File: src/rtl/bcd_disp_pkg.sv
// Shared constants and helpers for the multiplexed BCD display blocks.
package bcd_disp_pkg;

    localparam int unsigned NUM_DIGITS      = 4;
    localparam logic [3:0]  BCD_INVALID     = 4'b1111;
    localparam int unsigned DEFAULT_CLK_DIV = 4;

    typedef logic [1:0] slot_t;

    function automatic logic is_bcd(input logic [3:0] digit);
        return digit <= 4'd9;
    endfunction

    function automatic logic any_non_bcd(input logic [4*NUM_DIGITS-1:0] digits);
        logic bad;
        bad = 1'b0;
        for (int unsigned i = 0; i < NUM_DIGITS; i++) begin
            if (!is_bcd(digits[i*4 +: 4])) begin
                bad = 1'b1;
            end
        end
        return bad;
    endfunction

endpackage

File: src/rtl/clk_prescaler.sv
// Free-running divider: count wraps 0..DIV-1, tick marks the last cycle of each period.
module clk_prescaler
    import bcd_disp_pkg::*;
#(
    parameter int unsigned DIV = DEFAULT_CLK_DIV
) (
    input  logic clk,
    input  logic rst,
    output logic tick
);

    localparam int unsigned W = (DIV > 2) ? $clog2(DIV) : 1;

    logic [W-1:0] count;

    assign tick = (count == W'(DIV - 1));

    always_ff @(posedge clk) begin
        if (rst) begin
            count <= '0;
        end else if (tick) begin
            count <= '0;
        end else begin
            count <= count + 1'b1;
        end
    end

endmodule

File: src/rtl/bcd_display_scanner.sv
// Time-multiplexes four shadowed BCD digits onto one bcd bus with a one-hot digit select,
// optional leading-zero blanking and a sticky non-BCD capture flag.
module bcd_display_scanner
    import bcd_disp_pkg::*;
#(
    parameter int unsigned CLK_DIV = DEFAULT_CLK_DIV
) (
    input  logic        clk,
    input  logic        rst,
    input  logic [15:0] digits_in,
    input  logic [3:0]  dp_in,
    input  logic        load,
    input  logic        lz_blank,
    output logic [3:0]  bcd,
    output logic [3:0]  digit_en,
    output logic        dp_out,
    output logic        bcd_err
);

    logic [15:0] shadow_digits;
    logic [3:0]  shadow_dp;
    slot_t       idx;
    slot_t       next_idx;
    logic        tick;
    logic [3:0]  next_digit;
    logic [3:0]  zero_from;
    logic        running_zero;
    logic        blank_next;

    clk_prescaler #(
        .DIV (CLK_DIV)
    ) u_prescaler (
        .clk  (clk),
        .rst  (rst),
        .tick (tick)
    );

    // zero_from[i] is set when digit i and every higher digit are zero
    always_comb begin
        next_idx     = idx + 2'd1;
        next_digit   = shadow_digits[{next_idx, 2'b00} +: 4];
        zero_from    = '0;
        running_zero = 1'b1;
        for (int unsigned k = 0; k < NUM_DIGITS; k++) begin
            running_zero = running_zero & (shadow_digits[(NUM_DIGITS-1-k)*4 +: 4] == 4'd0);
            zero_from[NUM_DIGITS-1-k] = running_zero;
        end
        blank_next = lz_blank && (next_idx != 2'd0) && zero_from[next_idx];
    end

    // Outputs read the shadow before this edge's load, so a coincident load shows next tick.
    always_ff @(posedge clk) begin
        if (rst) begin
            shadow_digits <= '0;
            shadow_dp     <= '0;
            idx           <= 2'd3;
            bcd           <= '0;
            digit_en      <= '0;
            dp_out        <= 1'b0;
            bcd_err       <= 1'b0;
        end else begin
            if (load) begin
                shadow_digits <= digits_in;
                shadow_dp     <= dp_in;
                if (any_non_bcd(digits_in)) begin
                    bcd_err <= 1'b1;
                end
            end
            if (tick) begin
                idx      <= next_idx;
                bcd      <= is_bcd(next_digit) ? next_digit : BCD_INVALID;
                digit_en <= blank_next ? 4'b0000 : (4'b0001 << next_idx);
                dp_out   <= !blank_next && shadow_dp[next_idx];
            end
        end
    end

endmodule

File: config.mk
export PLATFORM = sky130hd
export DESIGN_NAME = bcd_display_scanner
export DESIGN_NICKNAME = d
export VERILOG_FILES = /design/src/rtl/bcd_disp_pkg.sv /design/src/rtl/clk_prescaler.sv /design/src/rtl/bcd_display_scanner.sv
export SDC_FILE = /design/constraint.sdc
export NUM_CORES = 1
export LEC_CHECK = 0
export ABC_AREA = 1
export ABC_CLOCK_PERIOD_IN_PS = 2500
export BUFFER_PORTS_ARGS = -buffer_cell sky130_fd_sc_hd__buf_2
export CORE_MARGIN = 4
export CORE_UTILIZATION = 47
export CTS_CLUSTER_DIAMETER = 80
export DETAILED_ROUTE_END_ITERATION = 8
export PLACE_DENSITY = 0.7
export SETUP_SLACK_MARGIN = 0.1
export SLEW_MARGIN = 20
export SYNTH_ARGS = -nofsm -noshare
export SYNTH_HDL_FRONTEND = slang
export SYNTH_HIERARCHICAL = 1
export SYNTH_SLANG_ARGS = --single-unit
File: constraint.sdc
create_clock -name clk -period 2.5 [get_ports clk]
set_clock_uncertainty 0.2 [all_clocks]
set_input_delay 0.75 -clock clk [delete_from_list [all_inputs] [get_ports clk]]
set_output_delay 0.75 -clock clk [all_outputs]
set_load 0.005 [all_outputs]
==> impl_results.md, run 1 <==
- Final Slew Violations: 0
- Leak pwr: 0.0008627 uW
- First DRT Iteration DRCs: 66
- CP Launch Type: register
- Critical path capture point type: register
- Syn Nets: roughly 240
- Setup Viol. Count Final: 0
- Hpwl dp: ~2500 um
- Initial antenna violation count: 0
- Gate Count Post-Synth: 210
- Antenna diodes: 0
- Pwr Density: slightly above 600 nW/um^2
- Drt pass-1 iters: 4
- Largest fanout on the critical path: 9
- Final TNS setup: 0 ns
- Dpl cell area: 1778 um^2
- Hold Startpoint: u_prescaler/count[0]
- Remaining DRCs: 0
- Yosys reg bits: 34
- I/O pin cnt: 34
- Least-Margin Pin Slew: around 0.37 ns
- Nets: 274
- Clk buf depth: 2
- Core ar.: around 3100 um^2
- DRT Wirelength: ~3300 um
- Hold Path Class: reg -> reg
- Layout cells sized above 1: 25.20%
- Mapped Area: 1578 um^2
- Slowest CP cell: dfxtp_1
- Buffers on Ports: 33
- Highest-count cells in the layout ignoring fill and taps: nor2_1, dfxtp_1, buf_2, o21ai_0, nand2_1
- Worst r2r src: idx[1]
- Via density: around 4.9
- Die Footprint: 4348 um^2
- Final hold violations: 0
- Gp weighted congestion: approximately 0.84
- Setup ws final: 0.7491 ns
- Area grow syn2layout: 16.49%
- CTS tree: done
- Post-route ant nets: 0
- Total clock buffers created by CTS: 5
- Post-CTS Resized: 0
- Number of global-route vias before repair: 1,379
- Setup bufs post-CTS: 0
- RSZ-0062 raised after global routing: no
- Critical path buffer and inverter count: 2
- Clock latency on the worst-skew pair: 0.33 ns
- Commonest non-fill, non-tap cell in the layout: nor2_1
- Critical path origin: idx[1]
- First-pass GRT wire length: around 5800 um
- Max-Cap Viols: 0
- Data required, critical path: 2.57 ns
- Count of cell types in the netlist: 25
- Sequential element share of the synthesized area: 43.14%
- Clock sink count: 34
- Synthesized area per cell: approximately 7.5 um^2
- H-tree depth: 2
- Reg area: 680.7 um^2
- Largest net degree at the start of global routing: 19
- Clock Tree Root: clkbuf_4
- Dpl ws: 0.5770 ns
- Util after Layout: about 59%
- Gr ovfl total: 0
- Starting Density: 50.44%
- Hold buffer count at CTS: 0
- # rows: 20
- Family with the most delay on the worst path: flip-flops
- Clk pin slew, worst setup/hold paths: approximately 0.090 ns
- Vias: between 1,000 and 1,500
- Die Span Y: 65.94 um
- Fmax: 571.1 MHz
- Fill cells: approximately 310
- Crit path kind: reg -> reg
- Area of the multi-input gates: 779.5 um^2
- Max incr delay on CP: 0.36 ns
- Critical path data arrival time: 1.82 ns
- Post-route cell area: around 1800 um^2
- Hold WS: 0.2297 ns
- Die X: roughly 66 um
- Fin crit share: a little over two thirds
- Worst relative slew slack: 75.32%
- Fin crit period: 1.751 ns
- CP cell instances: inv_1 > ha_1 > inv_2 > nor2_1 > a21oi_1 > nor2_1 > nand2_2 > nand2_1 > a21oi_1
- WL/cell: 11.54 um
- Worst vdd ir: about 0.33 mV
- Status: finished, final reports clean
- Tot GR Track Use: 17.27%
- Yosys warns: 6
[power breakdown]
part / internal, uW / total (uW) / switching, uW
logic: 83.7 / 206 / 123
clock network: 136 / 311 / 175
registers: 581 / 605 / 23.9
total: 801 / 1120 / 321
[final timing paths]
| check | end | slack [ns] | cells after the start |
|---|---|---|---|
| max reg2reg | digit_en[3] | 0.75 | 9 |
| max | digit_en[3] | 0.75 | 9 |
| min reg2reg | u_prescaler/count[0] | 0.23 | 1 |
| min | u_prescaler/count[0] | 0.23 | 1 |
[worst reg2reg max path, cell delays in order (launching register included)]
cell and delay [ns]:
dfxtp_1 0.36, inv_1 0.08, ha_1 0.33, inv_2 0.17
nor2_1 0.06, a21oi_1 0.14, nor2_1 0.07, nand2_2 0.10
nand2_1 0.07, a21oi_1 0.11
[layer usage]
layer | routed length, um | track usage (%)
met1 | 1546 | 21.03
met2 | 1541 | 29.16
met3 | 193 | 4.082
met4 | 63 | 6.853
met5 | 0 | 0
[final cells by class]
type                            count  area share, %
Tap cell                           44          2.995
Multi-Input combinational cell    150          42.41
Sequential cell                    34          37.03
Inverter                           16          3.268
Clock buffer                        7          2.995
Clock inverter                      1         0.2723
Timing Repair Buffer               38          11.03
[metrics by stage]
stage | std cells | total power [uW]
CTS | 290 | 1135
detailed placement | 282 | 824.9
global route | 290 | 1192
finish | 290 | 1123
global placement | 282 | 820.9
floorplan | 210 | 760.3
[Yosys cell counts (all sizes together)]
cell / n / area share (%)
o21ai: 36 / 12
nand3: 4 / 1.6
o21bai: 1 / 0.48
nand4: 3 / 1.2
nor2: 45 / 11
o211ai: 2 / 1.8
a31oi: 1 / 0.40
a21oi: 21 / 7.6
buf: 5 / 2.4
dfxtp: 34 / 43
inv: 16 / 3.8
nand2: 31 / 9.6
ha: 5 / 4.0
clkbuf: 5 / 1.3
and2: 1 / 0.40
[cells by family (layout without fill, tap and decap cells)]
group	Yosys count	after routing	synth area share [%]
and+or+nand+nor	84	84	23.47
AOI/OAI and AO/OA	61	61	21.97
adders and majority gates	5	5	3.965
DFF	34	34	43.14
buffers and inverters	26	62	7.454
[sequential cells by signal (all words and copies together), names as in the netlist]
name and flops:
dp_out 1, bcd_err 1, u_prescaler/count 2, bcd 4, idx 2, shadow_dp 4
digit_en 4, shadow_digits 16
Power figures use the tool's default switching activity.
==> inputs of run 2 (changes only) <==
ABC_CLOCK_PERIOD_IN_PS = 1500   (was 2500)
PLACE_DENSITY = 0.73   (was 0.7)
clock period = 1.5 ns   (was 2.5 ns; I/O delays follow)
==> run 2 against run 1 <==
Via count grew 2.3%. Maximum frequency grew 14%. The run now ends with negative setup slack left. Total power grew 89%. Sequential power grew 69%. Die area is the same. Combinational power grew 110%. Clock power grew 120%.
==> impl_results.md, run 2 (same netlist as run 1, synthesis figures left out) <==
- Antenna diodes: 0
- Critical path capture point type: register
- Worst r2r src: idx[1]
- Util after Layout: around 67%
- Hold buffer count at CTS: 0
- RSZ-0062 raised after global routing: yes
- Status: finished with violations
- Area grow syn2layout: 31.88%
- Remaining DRCs: 0
- Fill cells: 291
- Hpwl dp: 2536 um
- Clk buf depth: 2
- WL/cell: around 12 um
- CTS tree: done
- Tot GR Track Use: 18.26%
- Fmax: 652.5 MHz
- Hold Crit Depth: 2
- Die Span Y: 65.94 um
- First DRT Iteration DRCs: 48
- Worst reg2reg setup slack: -0.03 ns
- Leak pwr: 0.0009413 uW
- Final hold violations: 0
- Number of global-route vias before repair: 1,319
- Hold Path Sink: dp_out
- I/O pin cnt: 34
- Setup ws final: -0.03255 ns
- Gr ovfl total: 0
- Final Slew Violations: 0
- Post-route ant nets: 0
- Clk pin slew, worst setup/hold paths: 0.11 ns
- Final TNS setup: -0.1346 ns
- Fin crit share: 102.2%
- Core ar.: 3128 um^2
- Crit path kind: reg -> reg
- Die Footprint: 4348 um^2
- Total clock buffers created by CTS: 5
- Vias: ~1,500
- Worst reg2reg endpoint: bcd[0]
- Placed cells: 289
- Drt pass-1 iters: 4
- Pwr Density: 1018 nW/um^2
- Starting Density: 50.44%
- Layout cells sized above 1: about two fifths
- Setup Viol. Count Final: 7
- First-pass GRT wire length: ~5900 um
- Worst r2r path cells: 8
- Data required, critical path: 1.59 ns
- Worst relative slew slack: 81.88%
- Hold Startpoint: rst
- Post-Layout Cell Count: 300
- Post-route cell area: 2081 um^2
- # rows: 20
- Least-Margin Pin Slew: 0.2689 ns
- Buffers on Ports: 33
- Max reg flops: 16
- Worst vdd ir: 0.6995 mV
- DRT Wirelength: 3598 um
- CP Launch Type: register
- Clock latency on the worst-skew pair: 0.35 ns
- Commonest non-fill, non-tap cell in the layout: nor2_1
- Max-Cap Viols: 0
- Fin crit period: 1.533 ns
- Largest net degree at the start of global routing: 30
- Clock Tree Root: clkbuf_4
- Largest fanout on the critical path: 4
- Highest-count cells in the layout ignoring fill and taps: nor2_1, o21ai_0, buf_2, dfxtp_1, nand2_1
- H-tree depth: 2
- Dpl cell area: around 1900 um^2
- Biggest register: shadow_digits
- Dpl ws: -0.06531 ns
- Failing checks: negative setup slack
- Die X: 65.94 um
- Nets: 284
- Initial antenna violation count: 0
- Via density: between 4 and 5
- Critical path data arrival time: 1.62 ns
- Clock sink count: 34
- Gp weighted congestion: just under 0.9
- Hold Path Class: in -> reg
## run 2: final cells by class
type | count | area, um^2 | share of cell area, %
Clock buffer | 5 | 37.54 | 1.804
Tap cell | 44 | 55.05 | 2.646
Clock inverter | 3 | 40.04 | 1.924
Sequential cell | 34 | 698.2 | 33.55
Timing Repair inverter | 1 | 5.005 | 0.2405
Timing Repair Buffer | 47 | 314.1 | 15.09
Multi-Input combinational cell | 150 | 863.3 | 41.49
Inverter | 16 | 67.56 | 3.247
## run 2: power by group
part	switching (uW)	internal, uW	total [uW]	leakage (uW)
clock	328	345	673	0.0000450
combinational	238	192	430	0.000612
sequential	42.9	972	1020	0.000285
total	608	1510	2120	0.000941
## run 2: what timing repair did
action	4_1_cts	5_1_grt
buffers inserted	1	1
pin swaps	11	7
setup endpoints to repair	17	19
cloned	0	1
resized for setup	13	18
## run 2: metrics by stage
| stage | total power (uW) | hold slack, ns |
|---|---|---|
| after floorplan | 1282 | 0.1973 |
| final | 2118 | 0.09537 |
| after global placement | 1410 | 0.2123 |
| after detailed placement | 1417 | 0.2142 |
| after global routing | 2244 | 0.08198 |
| after CTS | 2090 | 0.09315 |
## run 2: worst max path at each step
stage	start	to	depth (start not counted)
floorplan	idx[0]	digit_en[3]	10
global placement	idx[0]	dp_out	8
detailed placement	idx[0]	dp_out	8
CTS	idx[0]	digit_en[1]	9
global route	idx[0]	bcd[0]	9
finish	idx[1]	bcd[0]	8
## run 2: worst max-delay path, stage by stage (launching register included)
cell and delay [ns]:
dfxtp_2 0.34, inv_1 0.06, ha_4 0.32, clkinv_2 0.10, a21oi_2 0.12, o21ai_2 0.09
nand2_4 0.07, nand2_4 0.06, a21oi_2 0.10
## run 2: metal layers
| metal | vias up | GRT usage, % | wire (um) |
|---|---|---|---|
| met3 | 6 | 6.633 | 226 |
| met1 | 633 | 23.09 | 1711 |
| met2 | 39 | 28.29 | 1602 |
| li1 | 776 | - | - |
| met4 | 0 | 6.853 | 57 |
| met5 | - | 0 | 0 |
